## src/rtl/ts_pkg.sv

```systemverilog
// Shared constants, scan FSM states and the buffered beat payload for the
// time-surface read-side scanner.
package ts_pkg;

  localparam int unsigned GRID_SIZE    = 16;
  localparam int unsigned ADDR_BITS    = 8;
  localparam int unsigned COORD_BITS   = $clog2(GRID_SIZE);
  localparam int unsigned TS_BITS      = 16;
  localparam int unsigned VALUE_BITS   = 8;
  localparam int unsigned READ_LATENCY = 2;
  localparam int unsigned FIFO_DEPTH   = 4;
  localparam int unsigned CNT_BITS     = $clog2(FIFO_DEPTH) + 1;
  localparam int unsigned SUM_BITS     = CNT_BITS + 1;
  localparam int unsigned CELL_COUNT   = GRID_SIZE * GRID_SIZE;

  localparam logic [ADDR_BITS-1:0] LAST_ADDR = ADDR_BITS'(CELL_COUNT - 1);

  typedef enum logic [1:0] {
    IDLE  = 2'd0,
    ISSUE = 2'd1,
    DRAIN = 2'd2
  } scan_state_t;

  typedef struct packed {
    logic [VALUE_BITS-1:0] value;
    logic [ADDR_BITS-1:0]  addr;
  } cell_beat_t;

  // Number of reads currently travelling through the read-latency pipe.
  function automatic logic [CNT_BITS-1:0] pipe_count(input logic [READ_LATENCY-1:0] bits);
    logic [CNT_BITS-1:0] n;
    n = '0;
    for (int i = 0; i < int'(READ_LATENCY); i++) begin
      n = n + CNT_BITS'(bits[i]);
    end
    return n;
  endfunction

endpackage

```

## src/rtl/ts_scan_fifo.sv

```systemverilog
// Small synchronous FIFO buffering returned cell reads; exposes its occupancy
// so the issuer can hand out read credits.
module ts_scan_fifo
  import ts_pkg::*;
#(
  parameter int unsigned WIDTH = VALUE_BITS + ADDR_BITS,
  parameter int unsigned DEPTH = FIFO_DEPTH
) (
  input  logic                       clk,
  input  logic                       rst,
  input  logic                       push,
  input  logic [WIDTH-1:0]           push_data,
  input  logic                       pop,
  output logic [WIDTH-1:0]           head,
  output logic                       valid,
  output logic [$clog2(DEPTH):0]     count
);

  localparam int unsigned PTR_BITS = $clog2(DEPTH);
  localparam int unsigned CNT_W    = PTR_BITS + 1;

  logic [WIDTH-1:0]    mem [DEPTH];
  logic [PTR_BITS-1:0] wr_ptr;
  logic [PTR_BITS-1:0] rd_ptr;
  logic                do_push;
  logic                do_pop;
  logic [CNT_W-1:0]    count_next;

  always_comb begin
    do_push    = push && (count != CNT_W'(DEPTH));
    do_pop     = pop && valid;
    count_next = count + CNT_W'(do_push) - CNT_W'(do_pop);
  end

  always_ff @(posedge clk) begin
    if (rst) begin
      wr_ptr <= '0;
      rd_ptr <= '0;
      count  <= '0;
      valid  <= 1'b0;
    end else begin
      if (do_push) wr_ptr <= wr_ptr + PTR_BITS'(1);
      if (do_pop)  rd_ptr <= rd_ptr + PTR_BITS'(1);
      count <= count_next;
      valid <= (count_next != '0);
    end
  end

  // Storage needs no reset; entries are only observed while counted.
  always_ff @(posedge clk) begin
    if (do_push) mem[wr_ptr] <= push_data;
  end

  assign head = mem[rd_ptr];

endmodule

```

## src/rtl/time_surface_scanner.sv

```systemverilog
// Scans every time-surface cell in raster order through the encoder read port
// and streams the decayed values out with coordinates and an end-of-frame flag.
module time_surface_scanner
  import ts_pkg::*;
(
  input  logic                  clk,
  input  logic                  rst,
  input  logic                  start,
  input  logic [TS_BITS-1:0]    t_now_in,
  output logic                  busy,
  output logic                  done,
  output logic [TS_BITS-1:0]    t_snap,
  output logic                  rd_en,
  output logic [ADDR_BITS-1:0]  rd_addr,
  input  logic [VALUE_BITS-1:0] rd_value,
  output logic                  out_valid,
  input  logic                  out_ready,
  output logic [VALUE_BITS-1:0] out_value,
  output logic [COORD_BITS-1:0] out_x,
  output logic [COORD_BITS-1:0] out_y,
  output logic                  out_last
);

  scan_state_t              state;
  scan_state_t              state_next;
  logic                     rd_en_next;
  logic [ADDR_BITS-1:0]     rd_addr_next;
  logic                     busy_next;
  logic                     done_next;
  logic [TS_BITS-1:0]       t_snap_next;

  logic [READ_LATENCY-1:0]  vpipe;
  logic [READ_LATENCY-1:0]  vpipe_next;
  logic [ADDR_BITS-1:0]     pipe_addr [READ_LATENCY];

  logic                     issue;
  logic                     push;
  logic                     pop;
  logic [CNT_BITS-1:0]      occupancy;
  logic [SUM_BITS-1:0]      occ_next;
  logic [SUM_BITS-1:0]      inflight_next;

  cell_beat_t               push_beat;
  cell_beat_t               head_beat;

  // rd_en is registered, so credit is judged on next-cycle occupancy + inflight.
  always_comb begin
    state_next    = state;
    rd_addr_next  = rd_addr;
    t_snap_next   = t_snap;
    done_next     = 1'b0;
    issue         = rd_en;
    push          = vpipe[READ_LATENCY-1];
    pop           = out_valid && out_ready;
    vpipe_next    = (vpipe << 1) | READ_LATENCY'(issue);
    inflight_next = SUM_BITS'(pipe_count(vpipe_next));
    occ_next      = SUM_BITS'(occupancy) + SUM_BITS'(push) - SUM_BITS'(pop);

    case (state)
      IDLE: begin
        if (start) begin
          state_next   = ISSUE;
          rd_addr_next = '0;
          t_snap_next  = t_now_in;
        end
      end
      ISSUE: begin
        if (issue) begin
          rd_addr_next = rd_addr + ADDR_BITS'(1);
          if (rd_addr == LAST_ADDR) state_next = DRAIN;
        end
      end
      DRAIN: begin
        if (pop && out_last && (vpipe == '0)) begin
          state_next = IDLE;
          done_next  = 1'b1;
        end
      end
      default: state_next = IDLE;
    endcase

    rd_en_next = (state_next == ISSUE) &&
                 ((occ_next + inflight_next) < SUM_BITS'(FIFO_DEPTH));
    busy_next  = (state_next != IDLE);
  end

  always_ff @(posedge clk) begin
    if (rst) begin
      state   <= IDLE;
      rd_en   <= 1'b0;
      rd_addr <= '0;
      busy    <= 1'b0;
      done    <= 1'b0;
      t_snap  <= '0;
      vpipe   <= '0;
    end else begin
      state   <= state_next;
      rd_en   <= rd_en_next;
      rd_addr <= rd_addr_next;
      busy    <= busy_next;
      done    <= done_next;
      t_snap  <= t_snap_next;
      vpipe   <= vpipe_next;
    end
  end

  // Address travels alongside its valid bit; qualified by vpipe, so no reset.
  always_ff @(posedge clk) begin
    pipe_addr[0] <= rd_addr;
    for (int i = 1; i < int'(READ_LATENCY); i++) begin
      pipe_addr[i] <= pipe_addr[i-1];
    end
  end

  assign push_beat.value = rd_value;
  assign push_beat.addr  = pipe_addr[READ_LATENCY-1];

  ts_scan_fifo #(
    .WIDTH ($bits(cell_beat_t)),
    .DEPTH (FIFO_DEPTH)
  ) u_fifo (
    .clk       (clk),
    .rst       (rst),
    .push      (push),
    .push_data (push_beat),
    .pop       (pop),
    .head      (head_beat),
    .valid     (out_valid),
    .count     (occupancy)
  );

  assign out_value = head_beat.value;
  assign out_x     = COORD_BITS'(head_beat.addr % ADDR_BITS'(GRID_SIZE));
  assign out_y     = COORD_BITS'(head_beat.addr / ADDR_BITS'(GRID_SIZE));
  assign out_last  = out_valid && (head_beat.addr == LAST_ADDR);

endmodule
```

## config.mk

```make
export PLATFORM = sky130hd
export DESIGN_NAME = time_surface_scanner
export DESIGN_NICKNAME = d
export VERILOG_FILES = /design/src/rtl/ts_pkg.sv /design/src/rtl/ts_scan_fifo.sv /design/src/rtl/time_surface_scanner.sv
export SDC_FILE = /design/constraint.sdc
export NUM_CORES = 1
export LEC_CHECK = 0
export BUFFER_PORTS_ARGS = -buffer_cell sky130_fd_sc_hd__buf_2
export CAP_MARGIN = 20
export CORE_ASPECT_RATIO = 1.5
export CORE_MARGIN = 2
export CORE_UTILIZATION = 40
export DETAILED_ROUTE_END_ITERATION = 6
export PLACE_DENSITY_LB_ADDON = 0.1
export REMOVE_ABC_BUFFERS = 1
export SLEW_MARGIN = 0
export SYNTH_ARGS = -nofsm -noshare
export SYNTH_HDL_FRONTEND = slang
export SYNTH_SLANG_ARGS = --single-unit
```

## constraint.sdc

```tcl
create_clock -name clk -period 2.98 [get_ports clk]
set_input_delay 0.596 -clock clk [delete_from_list [all_inputs] [get_ports clk]]
set_output_delay 0.596 -clock clk [all_outputs]
set_load 0.02 [all_outputs]
```

Word-level counts from Yosys, hierarchy flattened
Memories as Yosys holds them, arrays and structs flattened. A register that Yosys moved wholly into a read port is not among the register bits.
Cells that the tools add are included.

word-level totals
  flip-flop bits (word level) = 39
  bits in latches = 0
  memory bits (writable) = 80
  bits in read-only memories = 0
  output and inout bits = 45
  logic and storage cells = 61
  memories kept = 2

memory list
  name        depth  bits a word  rd ports  clocked after Yosys merged registers in  wr ports  line                        source
  u_fifo.mem  4      16           1         1                                        1         ts_scan_fifo.sv:22          logic [WIDTH-1:0] mem [DEPTH];
  pipe_addr   2      8            2         0                                        2         time_surface_scanner.sv:34  logic [ADDR_BITS-1:0] pipe_addr [READ_LATENCY];

operators by class
  add/subtract/negate cells = 9
  multiply operators = 0
  div/mod/pow operators = 0
  magnitude comparators = 1
  equality and inequality tests = 8
  shift-type cells = 0
  muxes and demuxes = 13
  bitwise logic cells = 2
  reduce and logical (&&, ||, !) cells = 15

operator list
  cell                                                                   count
  8-bit equality test, second input constant                             2
  8-bit two-way mux                                                      2
  8-bit case mux with 2 select lines                                     1
  2-bit two-way mux                                                      6
  8-bit by 1-bit adder with 8-bit output, second input constant          1
  1-bit logical AND                                                      7
  2-bit case mux with 3 select lines                                     1
  2-bit by 1-bit adder with 2-bit output, second input constant          2
  3-bit by 1-bit adder with 4-bit output                                 1
  4-bit by 2-bit adder with 4-bit output                                 1
  2-bit by 1-bit equality test with 1-bit output, second input constant  2
  2-bit logical NOT                                                      2
  4-bit by 3-bit < comparator with 1-bit output, second input constant   1
  2-bit inequality test, second input constant                           2
  2-bit nonzero test                                                     2
  4-bit by 1-bit subtractor with 4-bit output                            1
  3-bit by 1-bit adder with 3-bit output                                 1
  1-bit two-way mux                                                      3
  3-bit inequality test, second input constant                           1
  3-bit AND reduction                                                    1
  3-bit nonzero test                                                     1
  3-bit by 1-bit subtractor with 3-bit output                            1
  1-bit by 1-bit adder with 2-bit output                                 1
  2-bit equality test, second input constant                             1
  4 further kinds                                                        4

Depth between registers and ports, before layout
Gate-level depths: netlist of run 1.

  depth in word-level cells = 8
  depth in mapped cells = 10

By module
A second synthesis of run 1 with hierarchy kept.

unflattened totals
  cell total of the unflattened synthesis = 311
  area, all modules = 4519.3 sq um

by module, submodules not included
  module                instances  cells each  area an instance (sq um)  seq. area each (sq um)
  ts_scan_fifo          1          134         2831.5                    2122.0
  time_surface_scanner  1          177         1687.9                    940.9

Least setup slack after synthesis of run 1
Ideal clock, no wire load.

  path type = input to register
  from = input out_ready
  to = register rd_en
  arrival time = 2.165 ns
  slack = 0.751 ns
  stages = 10
  path buffers = 0
  cell sequence = nand2_1 -> inv_1 -> ha_1 -> inv_1 -> fa_1 -> ha_1 -> a31o_2 -> nor3_1 -> a31oi_1 -> nor2_1

between the ends
  longest elaborated chain between the ends = 7
  elaborated cells between the ends (all ways) = 10
  those cells by class = 2 x add/sub; 1 x order compare; 1 x eq/ne; 2 x mux; 4 x reduce/logical

RTL lines
  what                                                                                                 line                        source
  start: declaration                                                                                   time_surface_scanner.sv:17  input logic out_ready,
  1-bit logical AND (*)                                                                                time_surface_scanner.sv:54  pop = out_valid && out_ready;
  parallel branches: the longest is 5 deep, another holds 4-bit by 1-bit subtractor with 4-bit output  n/a
  1-bit logical AND (*)                                                                                time_surface_scanner.sv:82  rd_en_next = (state_next == ISSUE) &&
  end signal: assignment                                                                               time_surface_scanner.sv:98  rd_en <= rd_en_next;
  end: declaration                                                                                     time_surface_scanner.sv:13  output logic rd_en,

Every way passes the cells marked *.
A chain may end at the register's enable or synchronous reset.

==> results of run 1 <==
## per-stage QoR
stage               instance area [sq um]  util (%)  hold WS [ps]  worst slack, ps
detailed placement                   5020      45.7           314              465
CTS                                  5700      51.8           327             12.5
global route                         5700      51.8           337              108
finish                               5700      51.8           324              266
global placement                     5020      45.7           310              497
floorplan                            4410         -           310              421
## cells in the mapped netlist, types with 2 or more instances
| library cell | number |
|---|---|
| sky130_fd_sc_hd__nand2_1 | 38 |
| sky130_fd_sc_hd__nand3_1 | 3 |
| sky130_fd_sc_hd__fa_1 | 2 |
| sky130_fd_sc_hd__mux2i_1 | 3 |
| sky130_fd_sc_hd__xor2_1 | 4 |
| sky130_fd_sc_hd__inv_1 | 15 |
| sky130_fd_sc_hd__xnor2_1 | 7 |
| sky130_fd_sc_hd__nor3_1 | 4 |
| sky130_fd_sc_hd__ha_1 | 12 |
| sky130_fd_sc_hd__dfxtp_1 | 57 |
| sky130_fd_sc_hd__buf_6 | 2 |
| sky130_fd_sc_hd__nor2b_1 | 2 |
| sky130_fd_sc_hd__clkbuf_1 | 7 |
| sky130_fd_sc_hd__nor2_1 | 24 |
| sky130_fd_sc_hd__edfxtp_1 | 64 |
| sky130_fd_sc_hd__nor4_1 | 2 |
| sky130_fd_sc_hd__and2_1 | 4 |
| sky130_fd_sc_hd__mux4_2 | 14 |
| sky130_fd_sc_hd__a31oi_1 | 3 |
| sky130_fd_sc_hd__nand3b_1 | 3 |
| sky130_fd_sc_hd__buf_2 | 2 |
| sky130_fd_sc_hd__a21oi_1 | 20 |
## flip-flops by register name, summed over array words and instances, names as in the netlist, named ones only
signal	flops
busy	1
pipe_addr	16
done	1
u_fifo.wr_ptr	2
rd_en	1
state	2
u_fifo.rd_ptr	2
t_snap	16
u_fifo.mem	64
u_fifo.valid	1
rd_addr	8
vpipe	2
u_fifo.count	3
## layout make-up
cell class,instances,area [sq um]
clock buffer,17,425
clock inverter,15,249
timing repair buffer,81,428
inverter,15,56.3
sequential,121,3060
fill,986,5300
multi-input combinational,164,1290
tap,147,184
## logic make-up after synthesis
| logic type | count (synthesis) |
|---|---|
| DFF | 121 |
| and+or+nand+nor | 89 |
| AOI/OAI and AO/OA | 31 |
| buffers and inverters | 28 |
| muxes | 19 |
| adders and majority gates | 14 |
| xor gates and xnor gates | 11 |
## power by group
part / switching (uW) / leakage (uW) / internal [uW]
registers: 66.3 / 0.00106 / 1810
logic: 324 / 0.000827 / 262
clock network: 722 / 0.000312 / 1570
total: 1110 / 0.00220 / 3640
## worst max-delay path: stages (launching register included)
cell and delay [ps]:
sky130_fd_sc_hd__dfxtp_1 590, sky130_fd_sc_hd__mux4_2 320, sky130_fd_sc_hd__nand4_2 140, sky130_fd_sc_hd__a2111oi_4 420
sky130_fd_sc_hd__buf_2 250
## metal layers
metal | share of wire [%] | global-route usage [%] | vias up
met5 | 0 | 0 | -
met4 | 1.7 | 6.32 | 0
met3 | 4.8 | 5.88 | 11
met2 | 52 | 26.7 | 76
met1 | 41 | 15.5 | 1258
li1 | - | - | 1297
## placed cells by master, fill, tap and decap left out, types with 2 or more instances in the layout
cell | netlist | final
sky130_fd_sc_hd__a21oi_1 | 20 | 20
sky130_fd_sc_hd__a31oi_1 | 3 | 3
sky130_fd_sc_hd__and2_1 | 4 | 4
sky130_fd_sc_hd__buf_2 | 2 | 72
sky130_fd_sc_hd__buf_4 | 1 | 9
sky130_fd_sc_hd__bufinv_16 | 0 | 6
sky130_fd_sc_hd__clkbuf_16 | 0 | 17
sky130_fd_sc_hd__clkinv_4 | 0 | 2
sky130_fd_sc_hd__clkinvlp_4 | 0 | 5
sky130_fd_sc_hd__dfxtp_1 | 57 | 56
sky130_fd_sc_hd__edfxtp_1 | 64 | 64
sky130_fd_sc_hd__fa_1 | 2 | 2
sky130_fd_sc_hd__ha_1 | 12 | 12
sky130_fd_sc_hd__inv_1 | 15 | 15
sky130_fd_sc_hd__mux2i_1 | 3 | 3
sky130_fd_sc_hd__mux4_2 | 14 | 14
sky130_fd_sc_hd__nand2_1 | 38 | 38
sky130_fd_sc_hd__nand3_1 | 3 | 3
sky130_fd_sc_hd__nand3b_1 | 3 | 3
sky130_fd_sc_hd__nor2_1 | 24 | 24
sky130_fd_sc_hd__nor2b_1 | 2 | 2
sky130_fd_sc_hd__nor3_1 | 4 | 4
sky130_fd_sc_hd__nor4_1 | 2 | 2
sky130_fd_sc_hd__xnor2_1 | 7 | 7
sky130_fd_sc_hd__xor2_1 | 4 | 4
## final timing paths
check / from / endpoint / slack [ps]
worst max-delay path: register / out_last / 270
worst min-delay path: pipe_addr[0][7]$_DFF_P_ / pipe_addr[0][15]$_DFF_P_ / 320
worst max register to register: u_fifo.valid$_SDFF_PP0_ / rd_en$_SDFF_PP0_ / 850
worst min register to register: pipe_addr[0][7]$_DFF_P_ / pipe_addr[0][15]$_DFF_P_ / 320
## repair_timing
| action | in CTS | in global routing |
|---|---|---|
| resized for setup | 0 | 1 |
| endpoints found under the setup margin | 0 | 1 |
| buffers inserted | 0 | 0 |
==> results.rst, run 1 <==
.. list-table::
   :header-rows: 1

   * - Metric
     - Value
   * - Run status
     - finished, final reports clean
   * - Leakage power total
     - 0.00220 uW
   * - TritonCTS clock tree
     - built
   * - Clock input transition at the sequential cells of the worst setup and hold paths
     - 50 ps
   * - Total global-route track usage
     - 14.9%
   * - Number of synthesized register bits
     - 121
   * - Relative max-transition margin
     - 62.2%
   * - Primary flip-flop cell chosen by synthesis mapping
     - sky130_fd_sc_hd__edfxtp_1
   * - Clock Latency Late Sink
     - 410 ps
   * - Die Span X
     - 90.4 microns
   * - Mean instance size in the synthesized netlist
     - 14.3 sq um
   * - Final Hold Viols
     - 0
   * - Die Outline Area
     - 12100 sq um
   * - Post-route total power
     - 4760 uW
   * - Max-capacitance violation count
     - 0
   * - Hold/Removal Path Class
     - reg2reg
   * - Largest family of logic cells by synthesized area
     - simple AND/OR/NAND/NOR gates
   * - Cell type with the highest aggregate area in the netlist
     - sky130_fd_sc_hd__edfxtp_1
   * - Number of cells in the design after placement
     - 528
   * - Yosys warnings
     - 0
   * - Post-synthesis cell count
     - 313
   * - Number of buffers added by the clock tree synthesis step
     - 17
   * - Shortest clock period the worst path allows after layout
     - 2710 ps
   * - Area fraction in compound gates after synthesis
     - 4.47%
   * - Worst Hold Path Cells
     - 0
   * - Synthesized cell area
     - 4480 sq um
   * - Final GP Congestion
     - 0.745
   * - Routed WL per cell
     - 14.5 microns
   * - Transition at the pin with the smallest max-transition slack
     - 559 ps
   * - Setup CP Type
     - reg2out
   * - DRT antenna net count
     - 0
   * - Vias post-DR
     - 2642
   * - Setup TNS
     - 0 ps
   * - Hold-fix buffers, CTS
     - 0
   * - Fraction of synthesized area in multiplexers
     - 8.55%
   * - Post-layout nets
     - 442
   * - Clock tree root driver cell
     - sky130_fd_sc_hd__clkbuf_16
   * - DRT iter0 DRCs
     - 129
   * - I/O pin count
     - 73
   * - Global-route wire length before repair
     - 13.6 mm
   * - Worst setup skew after layout
     - 5.02 ps
   * - Final non-filler cell total
     - 560
   * - Endpoints failing setup
     - 0
   * - Worst Path Required
     - 2380 ps
   * - Post-synthesis share of cell area spent on full adders, half adders and majority gates
     - 4.25%
   * - CP Capture Type
     - primary output
   * - # DRC
     - 0
   * - Slew Viols, Final
     - 0
   * - IR Drop Worst-Case VDD
     - 0.443 mV
   * - Share of the clock period used by the worst path after layout
     - 91.1%
   * - Number of inserted diodes
     - 0
   * - Setup crit start kind
     - register
   * - Via/cell ratio
     - 4.72
   * - Row count
     - 47
   * - Initial antenna violation count
     - 0
   * - Number of clock sinks seen by CTS
     - 121
   * - Sum of overflow across all layers after global routing
     - 0
   * - Largest cells by area after synthesis
     - sky130_fd_sc_hd__edfxtp_1 43%, sky130_fd_sc_hd__dfxtp_1 25%, sky130_fd_sc_hd__mux4_2 7.0%
   * - CP arrival
     - 2120 ps
   * - Fmax
     - 0.368 GHz
   * - Share of final-layout standard cells stronger than drive strength 1
     - 32.4%
   * - Height of the chip
     - 134 microns
   * - Area share of the largest cell type after synthesis
     - 42.9%
   * - Initial Util
     - 40.7%
   * - WL final
     - 8.14 mm
   * - Layout overhead on the synthesized area
     - 27.2%
   * - Via count of the first global-routing pass
     - 2766
   * - Maximum number of pins on one net before global-route repair
     - 19
   * - Setup repair after global routing missed its margin
     - no
   * - Synthesized-area fraction occupied by xor and xnor cells
     - 2.15%
   * - H-tree levels
     - 4
   * - Detailed-router iteration count before antenna repair
     - 4
   * - Core box area
     - 11000 sq um
   * - EDFF count, synth
     - 64
   * - Power per unit of standard cell area
     - 835 nW/um^2
   * - Number of library cell types mapped by synthesis
     - 43
   * - Port-buffer cells
     - 72
   * - DPL Wire Length
     - 5.62 mm
   * - Share of synthesized cell area in and, or, nand and nor gates
     - 9.39%
   * - CTS max path bufs
     - 2
   * - Fraction of synthesis flops using an asynchronous set or reset pin
     - 0%
   * - Largest driver fanout on the critical path
     - 10
   * - Sequential element share of the synthesized area
     - 68.4%
   * - Register-to-Register Path Depth
     - 10
(Power assumes the default switching activity.)
==> run 2, diff against run 1 <==
--- a/config.mk
+++ b/config.mk
@@ -16,4 +16,5 @@
 export SLEW_MARGIN = 0
 export SYNTH_ARGS = -nofsm -noshare
 export SYNTH_HDL_FRONTEND = slang
+export SYNTH_HIERARCHICAL = 1
 export SYNTH_SLANG_ARGS = --single-unit
==> results.rst, run 2 <==
.. list-table::
   :header-rows: 1

   * - Metric
     - Value
   * - Run status
     - finished, final reports clean (unchanged)
   * - Post-layout nets
     - 439 (was 442)
   * - Final std cell area, no fill
     - 5630 sq um (was 5700 sq um)
   * - Area share of the largest cell type after synthesis
     - 42.5% (was 42.9%)
   * - Sequential element share of the synthesized area
     - 67.8% (was 68.4%)
   * - I/O pin count
     - 73 (unchanged)
   * - Number of synthesized register bits
     - 121 (unchanged)
   * - Shortest clock period the worst path allows after layout
     - 2680 ps (was 2710 ps)
   * - Detailed-router iteration count before antenna repair
     - 4 (unchanged)
   * - Maximum number of pins on one net before global-route repair
     - 34 (was 19)
   * - Total global-route track usage
     - 14.9% (about the same)
   * - Fmax
     - 0.373 GHz (was 0.368 GHz)
   * - Filler cell count in the final layout
     - 1020 (was 986)
   * - Relative max-transition margin
     - 34.2% (was 62.2%)
   * - WL final
     - 8.28 mm (was 8.14 mm)
   * - CP arrival
     - 2090 ps (was 2120 ps)
   * - Endpoints failing setup
     - 0 (unchanged)
   * - Most frequent cells after synthesis
     - 64 x sky130_fd_sc_hd__edfxtp_1, 57 x sky130_fd_sc_hd__dfxtp_1, 37 x sky130_fd_sc_hd__nand2_1, 23 x sky130_fd_sc_hd__a21oi_1, 14 x sky130_fd_sc_hd__inv_1 (was 64 x sky130_fd_sc_hd__edfxtp_1, 57 x sky130_fd_sc_hd__dfxtp_1, 38 x sky130_fd_sc_hd__nand2_1, 24 x sky130_fd_sc_hd__nor2_1, 20 x sky130_fd_sc_hd__a21oi_1)
   * - Primary flip-flop cell chosen by synthesis mapping
     - sky130_fd_sc_hd__edfxtp_1 (unchanged)
   * - Slew Viols, Final
     - 0 (unchanged)
   * - Power per unit of standard cell area
     - 737 nW/um^2 (was 835 nW/um^2)
   * - Final GP Congestion
     - 0.693 (was 0.745)
   * - Setup crit start kind
     - register (unchanged)
   * - Most frequently used cell type in the post-synthesis netlist
     - sky130_fd_sc_hd__edfxtp_1 (unchanged)
   * - Number of inserted diodes
     - 0 (unchanged)
   * - Combined area of the multi-input logic cells
     - 1320 sq um (was 1290 sq um)
   * - Final core occ
     - 50.9% (was 51.8%)
   * - Placed Area
     - 5040 sq um (was 5020 sq um)
   * - Hold/Removal Path Class
     - reg2reg (unchanged)
   * - Row count
     - 47 (unchanged)
   * - Port-buffer cells
     - 72 (unchanged)
   * - DRT iter0 DRCs
     - 122 (was 129)
   * - Layout overhead on the synthesized area
     - 24.5% (was 27.2%)
   * - Ordered list of cells on the worst path
     - buf_4 > mux4_1 > nand4_1 > nor3_1 > buf_2 (was mux4_2 > nand4_2 > a2111oi_4 > buf_2)
   * - Leakage power total
     - 0.00215 uW (was 0.00220 uW)
   * - Largest cells by area after synthesis
     - sky130_fd_sc_hd__edfxtp_1 43%, sky130_fd_sc_hd__dfxtp_1 25%, sky130_fd_sc_hd__mux4_2 5.0% (was sky130_fd_sc_hd__edfxtp_1 43%, sky130_fd_sc_hd__dfxtp_1 25%, sky130_fd_sc_hd__mux4_2 7.0%)
   * - Clock tree root driver cell
     - sky130_fd_sc_hd__clkbuf_16 (unchanged)
   * - Initial antenna violation count
     - 0 (unchanged)
   * - Setup CP Type
     - reg2out (unchanged)
   * - Clock Latency Late Sink
     - 400 ps (was 410 ps)
   * - Worst setup skew after layout
     - 7.87 ps (was 5.02 ps)
   * - Via count of the first global-routing pass
     - 2783 (was 2766)
   * - # resized after CTS
     - 0 (unchanged)
   * - Hold-fix buffers, CTS
     - 0 (unchanged)
   * - Fraction of synthesis flops using an asynchronous set or reset pin
     - 0% (unchanged)
   * - Die Outline Area
     - 12200 sq um (was 12100 sq um)
   * - Slowest stage cell, crit path
     - sky130_fd_sc_hd__mux4_1 (was sky130_fd_sc_hd__dfxtp_1)
   * - Sum of overflow across all layers after global routing
     - 0 (unchanged)
   * - Number of clock sinks seen by CTS
     - 121 (unchanged)
   * - Number of cells in the design after placement
     - 525 (was 528)
   * - Number of buffers added by the clock tree synthesis step
     - 17 (unchanged)
   * - Height of the chip
     - 134 microns (about the same)
   * - Final non-filler cell total
     - 557 (was 560)
   * - IR Drop Worst-Case VDD
     - 0.529 mV (was 0.443 mV)
   * - EDFF count, synth
     - 64 (unchanged)
   * - Synthesized cell area
     - 4520 sq um (was 4480 sq um)
   * - CTS max path bufs
     - 2 (unchanged)
   * - H-tree levels
     - 4 (unchanged)
   * - Yosys warnings
     - 6 (was 0)
   * - Share of the clock period used by the worst path after layout
     - 90.0% (was 91.1%)
   * - Share of final-layout standard cells stronger than drive strength 1
     - 29.8% (was 32.4%)
   * - Core box area
     - 11100 sq um (was 11000 sq um)
   * - Cell type with the highest aggregate area in the netlist
     - sky130_fd_sc_hd__edfxtp_1 (unchanged)
   * - Worst Path Required
     - 2380 ps (about the same)
   * - Most common cell after layout, fill and taps aside
     - sky130_fd_sc_hd__buf_2 (unchanged)
   * - Crit-path max cell delay
     - 630 ps (was 590 ps)
   * - CP Capture Type
     - primary output (unchanged)
   * - Most used cells in the layout excluding fill and tap cells
     - 72 x sky130_fd_sc_hd__buf_2, 64 x sky130_fd_sc_hd__edfxtp_1, 57 x sky130_fd_sc_hd__dfxtp_1 (was 72 x sky130_fd_sc_hd__buf_2, 64 x sky130_fd_sc_hd__edfxtp_1, 56 x sky130_fd_sc_hd__dfxtp_1)
   * - Setup repair after global routing missed its margin
     - no (unchanged)
   * - Clock input transition at the sequential cells of the worst setup and hold paths
     - 50 ps (about the same)
   * - Initial Util
     - 40.9% (was 40.7%)
   * - Global-route wire length before repair
     - 13.6 mm (about the same)
   * - Post-synthesis cell count
     - 311 (was 313)
   * - Via/cell ratio
     - 4.77 (was 4.72)
   * - Die Span X
     - 90.8 microns (was 90.4 microns)
   * - Transition at the pin with the smallest max-transition slack
     - 960 ps (was 559 ps)
   * - Largest driver fanout on the critical path
     - 16 (was 10)
   * - Final Hold Viols
     - 0 (unchanged)
   * - # DRC
     - 0 (unchanged)
   * - Most flop-heavy register
     - u_fifo/mem (was u_fifo.mem)
   * - Number of library cell types mapped by synthesis
     - 41 (was 43)
   * - TritonCTS clock tree
     - built (unchanged)
   * - DPL Wire Length
     - 5.57 mm (was 5.62 mm)
   * - Mean instance size in the synthesized netlist
     - 14.5 sq um (was 14.3 sq um)
   * - Vias post-DR
     - 2659 (was 2642)
   * - Max-capacitance violation count
     - 0 (unchanged)
   * - Routed WL per cell
     - 14.9 microns (was 14.5 microns)
   * - Largest registers in the final layout
     - u_fifo/mem (64), pipe_addr (16), t_snap (16) (was u_fifo.mem (64), pipe_addr (16), t_snap (16))
   * - Setup TNS
     - 0 ps (unchanged)
   * - Sequential cell area in the final layout
     - 3060 sq um (about the same)
   * - Number of flip-flops in the largest register
     - 64 (unchanged)
   * - DRT antenna net count
     - 0 (unchanged)
   * - Setup bufs post-CTS
     - 0 (unchanged)
-- run 2: stage by stage --
step                      total power [uW]  setup slack [ps]  hold slack, ps
final                                 4150               297             324
after detailed placement              2200               266             312
after floorplan                       2070               435             310
after global routing                  4320               151             332
after global placement                2190               322             312
after CTS                             4200               249             324
-- run 2: logic make-up after synthesis --
group | count (synthesis) | share of synthesized area [%]
AND/OR/NAND/NOR | 88 | 10.1
multiplexers | 20 | 9.39
adder cells (fa/ha/maj) | 14 | 4.21
buffers and inverters | 27 | 3.02
flip-flops | 121 | 67.8
XOR/XNOR | 5 | 0.969
AO/OA/AOI/OAI | 36 | 4.57
-- run 2: worst max-delay path, delay by kind of cell, from the launching register on --
| kind | cells | cell delay (ps) |
|---|---|---|
| multiplexers | 1 | 630 |
| flip-flops | 1 | 300 |
| buffers and inverters | 2 | 460 |
| AND/OR/NAND/NOR | 2 | 280 |
-- run 2: power breakdown --
part           switching (uW)  total, uW  internal [uW]
Combinational             183        307            123
Clock                     670       1990           1320
Sequential               40.6       1850           1810
-- run 2: final timing paths --
| path | start | endpoint | slack, ps | cells past startpoint |
|---|---|---|---|---|
| setup / recovery | register | out_last | 300 | 5 |
| hold / removal | pipe_addr[0][4]$_DFF_P_ | pipe_addr[0][12]$_DFF_P_ | 320 | 0 |
| setup reg to reg | u_fifo/valid$_SDFF_PP0_ | rd_en$_SDFF_PP0_ | 580 | 8 |
| hold reg to reg | pipe_addr[0][4]$_DFF_P_ | pipe_addr[0][12]$_DFF_P_ | 320 | 0 |
-- run 2: layer usage --
layer,up-vias,global-route usage [%],wire [microns]
met1,1265,15.9,3320
met5,-,0,0
li1,1310,-,-
met4,0,6.31,125
met3,8,6.40,466
met2,76,25.7,4360
-- run 2: cell type report --
class                           instances  area share (%)
Timing Repair Buffer                   80            7.47
Clock buffer                           24            8.76
Inverter                               14           0.934
Multi-Input combinational cell        163            23.5
Clock inverter                          8            1.69
Tap cell                              147            3.27
Sequential cell                       121            54.4
